[src/rtl/pe_dbw.sv]
// Weight-stationary systolic PE with a double-buffered weight (shadow/active).
// Optional macro PE_SAT_EN: MAC sum saturates instead of wrapping.
module pe_dbw #(
    parameter int X_W   = 8,
    parameter int W_W   = 8,
    parameter int ACC_W = 19
) (
    input  logic             clk_i,
    input  logic             rst_i,
    input  logic [X_W-1:0]   x_i,
    input  logic             x_v_i,
    input  logic [ACC_W-1:0] mac_i,
    input  logic             mac_v_i,
    input  logic [W_W-1:0]   w_i,
    input  logic             w_v_i,
    input  logic             w_swap_i,
    output logic [X_W-1:0]   x_o,
    output logic             x_v_o,
    output logic [ACC_W-1:0] mac_o,
    output logic             mac_v_o,
    output logic [W_W-1:0]   w_o,
    output logic             w_v_o,
    output logic             w_rdy_o
);

    typedef enum logic {
        W_EMPTY,
        W_LOADED
    } wst_t;

    wst_t st_q, st_d;

    logic [W_W-1:0]       w_sh_q;
    logic [W_W-1:0]       w_act_q;
    logic                 fire;
    logic [X_W+W_W-1:0]   prod;
    logic [ACC_W:0]       sum_ext;
    logic [ACC_W-1:0]     mac_nxt;

    assign fire    = x_v_i & mac_v_i;
    assign prod    = x_i * w_act_q;
    assign sum_ext = (ACC_W+1)'(mac_i) + (ACC_W+1)'(prod);

`ifdef PE_SAT_EN
    assign mac_nxt = sum_ext[ACC_W] ? '1 : sum_ext[ACC_W-1:0];
`else
    assign mac_nxt = sum_ext[ACC_W-1:0];
`endif

    always_ff @(posedge clk_i or negedge rst_i) begin
        if (!rst_i) begin
            st_q <= W_EMPTY;
        end else begin
            st_q <= st_d;
        end
    end

    // A load in the same cycle as a swap keeps the shadow occupied
    always_comb begin
        st_d = st_q;
        case (st_q)
            W_EMPTY: begin
                if (w_v_i)
                    st_d = W_LOADED;
            end
            W_LOADED: begin
                if (w_swap_i && !w_v_i)
                    st_d = W_EMPTY;
            end
            default: st_d = W_EMPTY;
        endcase
    end

    always_comb begin
        w_rdy_o = (st_q == W_LOADED);
    end

    always_ff @(posedge clk_i or negedge rst_i) begin
        if (!rst_i) begin
            x_o     <= '0;
            x_v_o   <= 1'b0;
            mac_o   <= '0;
            mac_v_o <= 1'b0;
            w_o     <= '0;
            w_v_o   <= 1'b0;
            w_sh_q  <= '0;
            w_act_q <= '0;
        end else begin
            x_v_o   <= x_v_i;
            mac_v_o <= fire;
            w_v_o   <= w_v_i;
            if (x_v_i)
                x_o <= x_i;
            if (fire)
                mac_o <= mac_nxt;
            if (w_v_i) begin
                w_o    <= w_i;
                w_sh_q <= w_i;
            end
            if (w_swap_i)
                w_act_q <= w_sh_q;
        end
    end

endmodule

[config.mk]
export PLATFORM = sky130hd
export DESIGN_NAME = pe_dbw
export DESIGN_NICKNAME = d
export VERILOG_FILES = /design/src/rtl/pe_dbw.sv
export SDC_FILE = /design/constraint.sdc
export NUM_CORES = 1
export LEC_CHECK = 0
export CELL_PAD_IN_SITES_DETAIL_PLACEMENT = 1
export CELL_PAD_IN_SITES_GLOBAL_PLACEMENT = 1
export CORE_ASPECT_RATIO = 1.75
export CORE_MARGIN = 3
export CORE_UTILIZATION = 40
export CTS_BUF_LIST = sky130_fd_sc_hd__clkbuf_4 sky130_fd_sc_hd__clkbuf_8
export CTS_CLUSTER_SIZE = 12
export DETAILED_ROUTE_END_ITERATION = 16
export GPL_TIMING_DRIVEN = 0
export PLACE_DENSITY_LB_ADDON = 0.1
export SETUP_SLACK_MARGIN = 0.02
export SYNTH_ARGS = -nofsm -noshare
export SYNTH_HDL_FRONTEND = slang
export SYNTH_SLANG_ARGS = --single-unit
[constraint.sdc]
create_clock -name clk_i -period 8.8 [get_ports clk_i]
set_input_delay 2.64 -clock clk_i [delete_from_list [all_inputs] [get_ports clk_i]]
set_output_delay 2.64 -clock clk_i [all_outputs]
set_load 0.02 [all_outputs]
## Word level (Yosys, flattened, before mapping)

Cells that the tools add are included.
Widths: inputs -> output; s select.

| operators by class | value |
|---|---|
| bitwise operators | 2 |
| reductions and logical operators | 2 |
| multipliers | 1 |
| multiplexer cells | 3 |
| $add $sub $neg | 1 |

Operators by type and width:

| kind | count |
|---|---|
| $add 19x16->19 | 1 |
| $mul 8x8->16 | 1 |
| $mux 1 | 2 |
| $pmux 1 s2 | 1 |
| $and 1x1->1 | 1 |
| $logic_and 1x1->1 | 1 |
| $logic_not 1->1 | 1 |
| $not 1->1 | 1 |

| word-level totals | value |
|---|---|
| output and inout port bits | 39 |
| logic and storage cells | 17 |
| register bits after elaboration | 47 |

## Depth between registers and ports, before layout

| logic depth | value |
|---|---|
| word-level depth | 4 |
| mapped depth | 17 |
| gate-level depth less buffers | 16 |

## Worst setup path after synthesis

No wires, ideal clock.

| timing path | value |
|---|---|
| kind | input-to-reg |
| start point | input x_i[4] |
| end point | register mac_o[18] |
| stages | 16 |
| arrival | 6.426 ns |
| buffers on the path | 2 |
| data required time | 8.669 ns |
| setup slack | 2.242 ns |
| cell sequence | clkbuf_1 > nand2_1 > fa_1 > inv_1 > fa_1 > inv_1 > fa_1 > inv_1 > fa_1 > ha_1 > buf_4 > a211oi_1 > o21bai_1 > a221oi_2 > a2bb2oi_1 > nand3_1 |

| on the way | value |
|---|---|
| longest elaborated chain between the ends | 2 |

Ends and longest elaborated chain:

| item | RTL line | source |
|---|---|---|
| start: declaration | 10 | `input logic [X_W-1:0] x_i,` |
| $mul 8x8->16 | 41 | `assign prod = x_i * w_act_q;` |
| $add 19x16->19 | 42 | `assign sum_ext = (ACC_W+1)'(mac_i) + (ACC_W+1)'(prod);` |
| end signal: assignment | 95 | `mac_o <= mac_nxt;` |
| end: declaration | 19 | `output logic [ACC_W-1:0] mac_o,` |

No other way between the ends.
A chain may end at the register's enable or synchronous reset.

## Worst setup path after layout

| timing path | value |
|---|---|
| start point | input x_i[7] |
| end point | register mac_o[16] |

Same word-level chain as after synthesis.

==> flow_metrics.py <==
metrics = {
    "run_status": {
        "status": "finished clean",
    },
    "global_routing": {
        "grt_use_total": 0.179,
        "overflow": 0,
        "grt_max_degree": 30,
        "grt_pass1_wl_um": 18000,
        "antenna_found_initial": 0,
        "grt_pass1_vias": 3824,
        "busiest_layer": "met2",
        "use_met1": 0.194,
        "grtUsageMet3": 0.0232,
        "grt_util_met2": 0.350,
    },
    "worst_setup_path": {
        "r2r_cells": 15,
        "reg2reg_slack_ps": 4300,
        "crit_end": "mac_o[16]",
        "cp-end-kind": "flop",
        "start_kind": "input pin",
        "reg2reg_from": "w_act_q[1]",
        "crit_arrival_ps": 7080,
        "path_max_fanout": 9,
        "required_ps": 9000,
        "worstSetupStartpoint": "x_i[7]",
        "reg2reg_to": "mac_o[15]",
        "crit_type": "in -> reg",
    },
    "drt": {
        "routedWlPerCell_um": 15.4,
        "drt_iter0_drc": 58,
        "drc": 0,
        "via_per_inst": 5.06,
        "wl_um": 10400,
        "vias": 3418,
        "dr.pass1.iters": 4,
        "antenna_left": 0,
    },
    "cts": {
        "ctsResizeCount": 0,
        "clock-sinks": 47,
        "cts_hold_buf": 0,
        "clk_latency_ps": 310,
        "cts_tree": "yes",
        "postCtsSetupRepairBufs": 0,
        "path_clk_slew_ps": 90,
        "cts_buffer_depth": 2,
        "clock-root-buffer": "clkbuf_8",
        "numCtsBuffers": 5,
        "htree_levels": 2,
    },
    "cells_and_area": {
        "drive_gt1_frac": 0.0806,
        "layout.nets": 677,
        "syn2layout_area_growth_pct": 22.8,
        "regArea_um2": 1180,
        "final_core_util": 0.509,
        "diodes": 0,
        "multi_input_area_um2": 2880,
        "num-fill-cells": 1257,
    },
    "floorplanning": {
        "initial_core_util": 0.414,
        "coreArea_um2": 10800,
        "die_area_um2": 12500,
        "die_w_um": 85.8,
        "die_h_um": 146,
        "io_pins": 80,
        "rows": 50,
    },
    "logic_synthesis": {
        "syn_nets": 594,
        "synthArstFlopShare": 1.00,
        "synth_ff_type": "dfrtp_1",
        "ys_types": 44,
        "syn_inst": 462,
        "synth_top_area_cell": "dfrtp_1",
        "netlist_area_um2": 4460,
        "ys_warn_count": 0,
        "synth-seq-area-share": 0.264,
        "synth_edf_count": 0,
        "syn_area_per_cell_um2": 9.65,
        "ys_seq_elements": 47,
        "yosys.area.top_type_share": 0.264,
        "synthTopCellsByArea": "dfrtp_1, fa_1, ha_1, inv_1, mux2_2",
    },
    "placed_design": {
        "gp_congestion": 0.820,
        "dp_hpwl_um": 9090,
        "dp_worst_setup_slack_ps": 1520,
        "port_buffers": 75,
    },
    "power": {
        "powerDensity_nw_per_um2": 310,
        "peakVddDrop_v": 0.000194,
        "p_leak_uw": 0.00272,
    },
    "timing": {
        "fmax_mhz": 145,
        "tns_ps": 0,
        "rsz0062_at_grt": "false",
        "slew_headroom": 0.568,
        "fin_skew_ps": 4.76,
        "post-route-worst-setup-slack_ps": 1920,
        "holdWs_ps": 483,
        "worstMarginPinSlew_ps": 642,
        "min_period_ps": 6880,
        "slew_viol_final": 0,
        "period_share": 0.782,
        "hold_violations": 0,
        "setup_viol": 0,
    },
    "worst_hold_path": {
        "hold_class": "reg -> reg",
    },
    "job": {
        "maxCapViolCount": 0,
    },
}
## cell families after synthesis
group / synth area share
multiplexers: 0.0606
flip-flops: 0.264
AND/OR/NAND/NOR: 0.146
AO/OA/AOI/OAI: 0.0893
XOR/XNOR: 0.00983
adder cells (fa/ha/maj): 0.340
buffers and inverters: 0.0907
## how the worst min path moves through the flow
| stage | cells after the start | slack, ps | end | from |
|---|---|---|---|---|
| 2_1_floorplan | 1 | 580 | w_act_q[4] | w_act_q[4] |
| 3_3_place_gp | 2 | 460 | mac_o[0] | mac_o[0] |
| 3_5_place_dp | 2 | 470 | mac_o[4] | mac_o[4] |
| 4_1_cts | 2 | 490 | mac_o[4] | mac_o[4] |
| 5_1_grt | 2 | 530 | mac_o[13] | mac_o[13] |
| 6_report | 2 | 480 | mac_o[4] | mac_o[4] |
## layout make-up
type                       instances  share of cell area
buffer                            13              0.0101
multi-input combinational        309               0.526
timing repair buffer              76               0.140
inverter                          93              0.0638
tap                              130              0.0297
clock inverter                     3             0.00343
clock buffer                       5              0.0126
sequential                        47               0.215
## per-layer routing
metal | share of wire | routed length (µm)
met1 | 0.38 | 3960
met2 | 0.57 | 5970
met3 | 0.028 | 292
met4 | 0.016 | 171
met5 | 0 | 0
## sequential cells by signal, summed over array words and instances, names as in the netlist
signal,count
w_act_q,8
mac_o,19
x_o,8
x_v_o,1
w_v_o,1
w_rdy_o,1
w_o,8
mac_v_o,1
## critical path, cell delays in order
cell and delay [ps]:
clkdlybuf4s50_1 570, and2_1 260, fa_1 510, fa_1 500, fa_1 490, inv_1 60
fa_1 530, inv_1 40, ha_1 380, a21oi_1 220, o21ai_1 110, a2111oi_1 500
or4_1 190, nand3_1 60
## through the flow
| stage | power [µW] | instance area [µm²] | instances |
|---|---|---|---|
| floorplan | 1210 | 4460 | 462 |
| global placement | 1540 | 5370 | 667 |
| detailed placement | 1580 | 5390 | 668 |
| CTS | 1730 | 5470 | 676 |
| global route | 1910 | 5470 | 676 |
| finish | 1700 | 5470 | 676 |
## cell usage after synthesis (all sizes together) (2+ instances only)
cell type,number
inv,92
nand2,65
fa,50
dfrtp,47
ha,41
and2,33
mux2,24
o21ai,14
nand3,11
clkbuf,10
a21oi,9
nor2,8
a21o,6
xor2,5
o211ai,4
a211o,3
a211oi,3
buf,3
nand2b,3
nand4,3
o2111ai,3
and3,2
nor3,2
o211a,2
o21bai,2
o31a,2
or2,2
or4,2
## power by group
group          internal [µW]  switching, µW  total (µW)
Combinational            529            727        1260
Sequential               269           34.5         304
Clock                   56.1           79.9         136
## cells in the final DEF, fill, tap and decap left out, types with 2 or more instances in the layout
master / count
inv_1: 92
clkdlybuf4s50_1: 74
nand2_1: 65
fa_1: 50
dfrtp_1: 47
ha_1: 41
and2_1: 33
mux2_2: 24
o21ai_0: 12
clkbuf_1: 10
nand3_1: 10
a21oi_1: 9
nor2_1: 8
a21o_1: 6
xor2_1: 5
clkbuf_8: 5
o211ai_1: 4
buf_2: 3
a211o_1: 3
nand2b_1: 3
o2111ai_1: 3
a211oi_1: 3
nand4_1: 3
nor3_1: 2
o211a_1: 2
or2_2: 2
or4_1: 2
o31a_1: 2
o21bai_1: 2
clkinv_2: 2
Power figures use the tool's default switching activity.
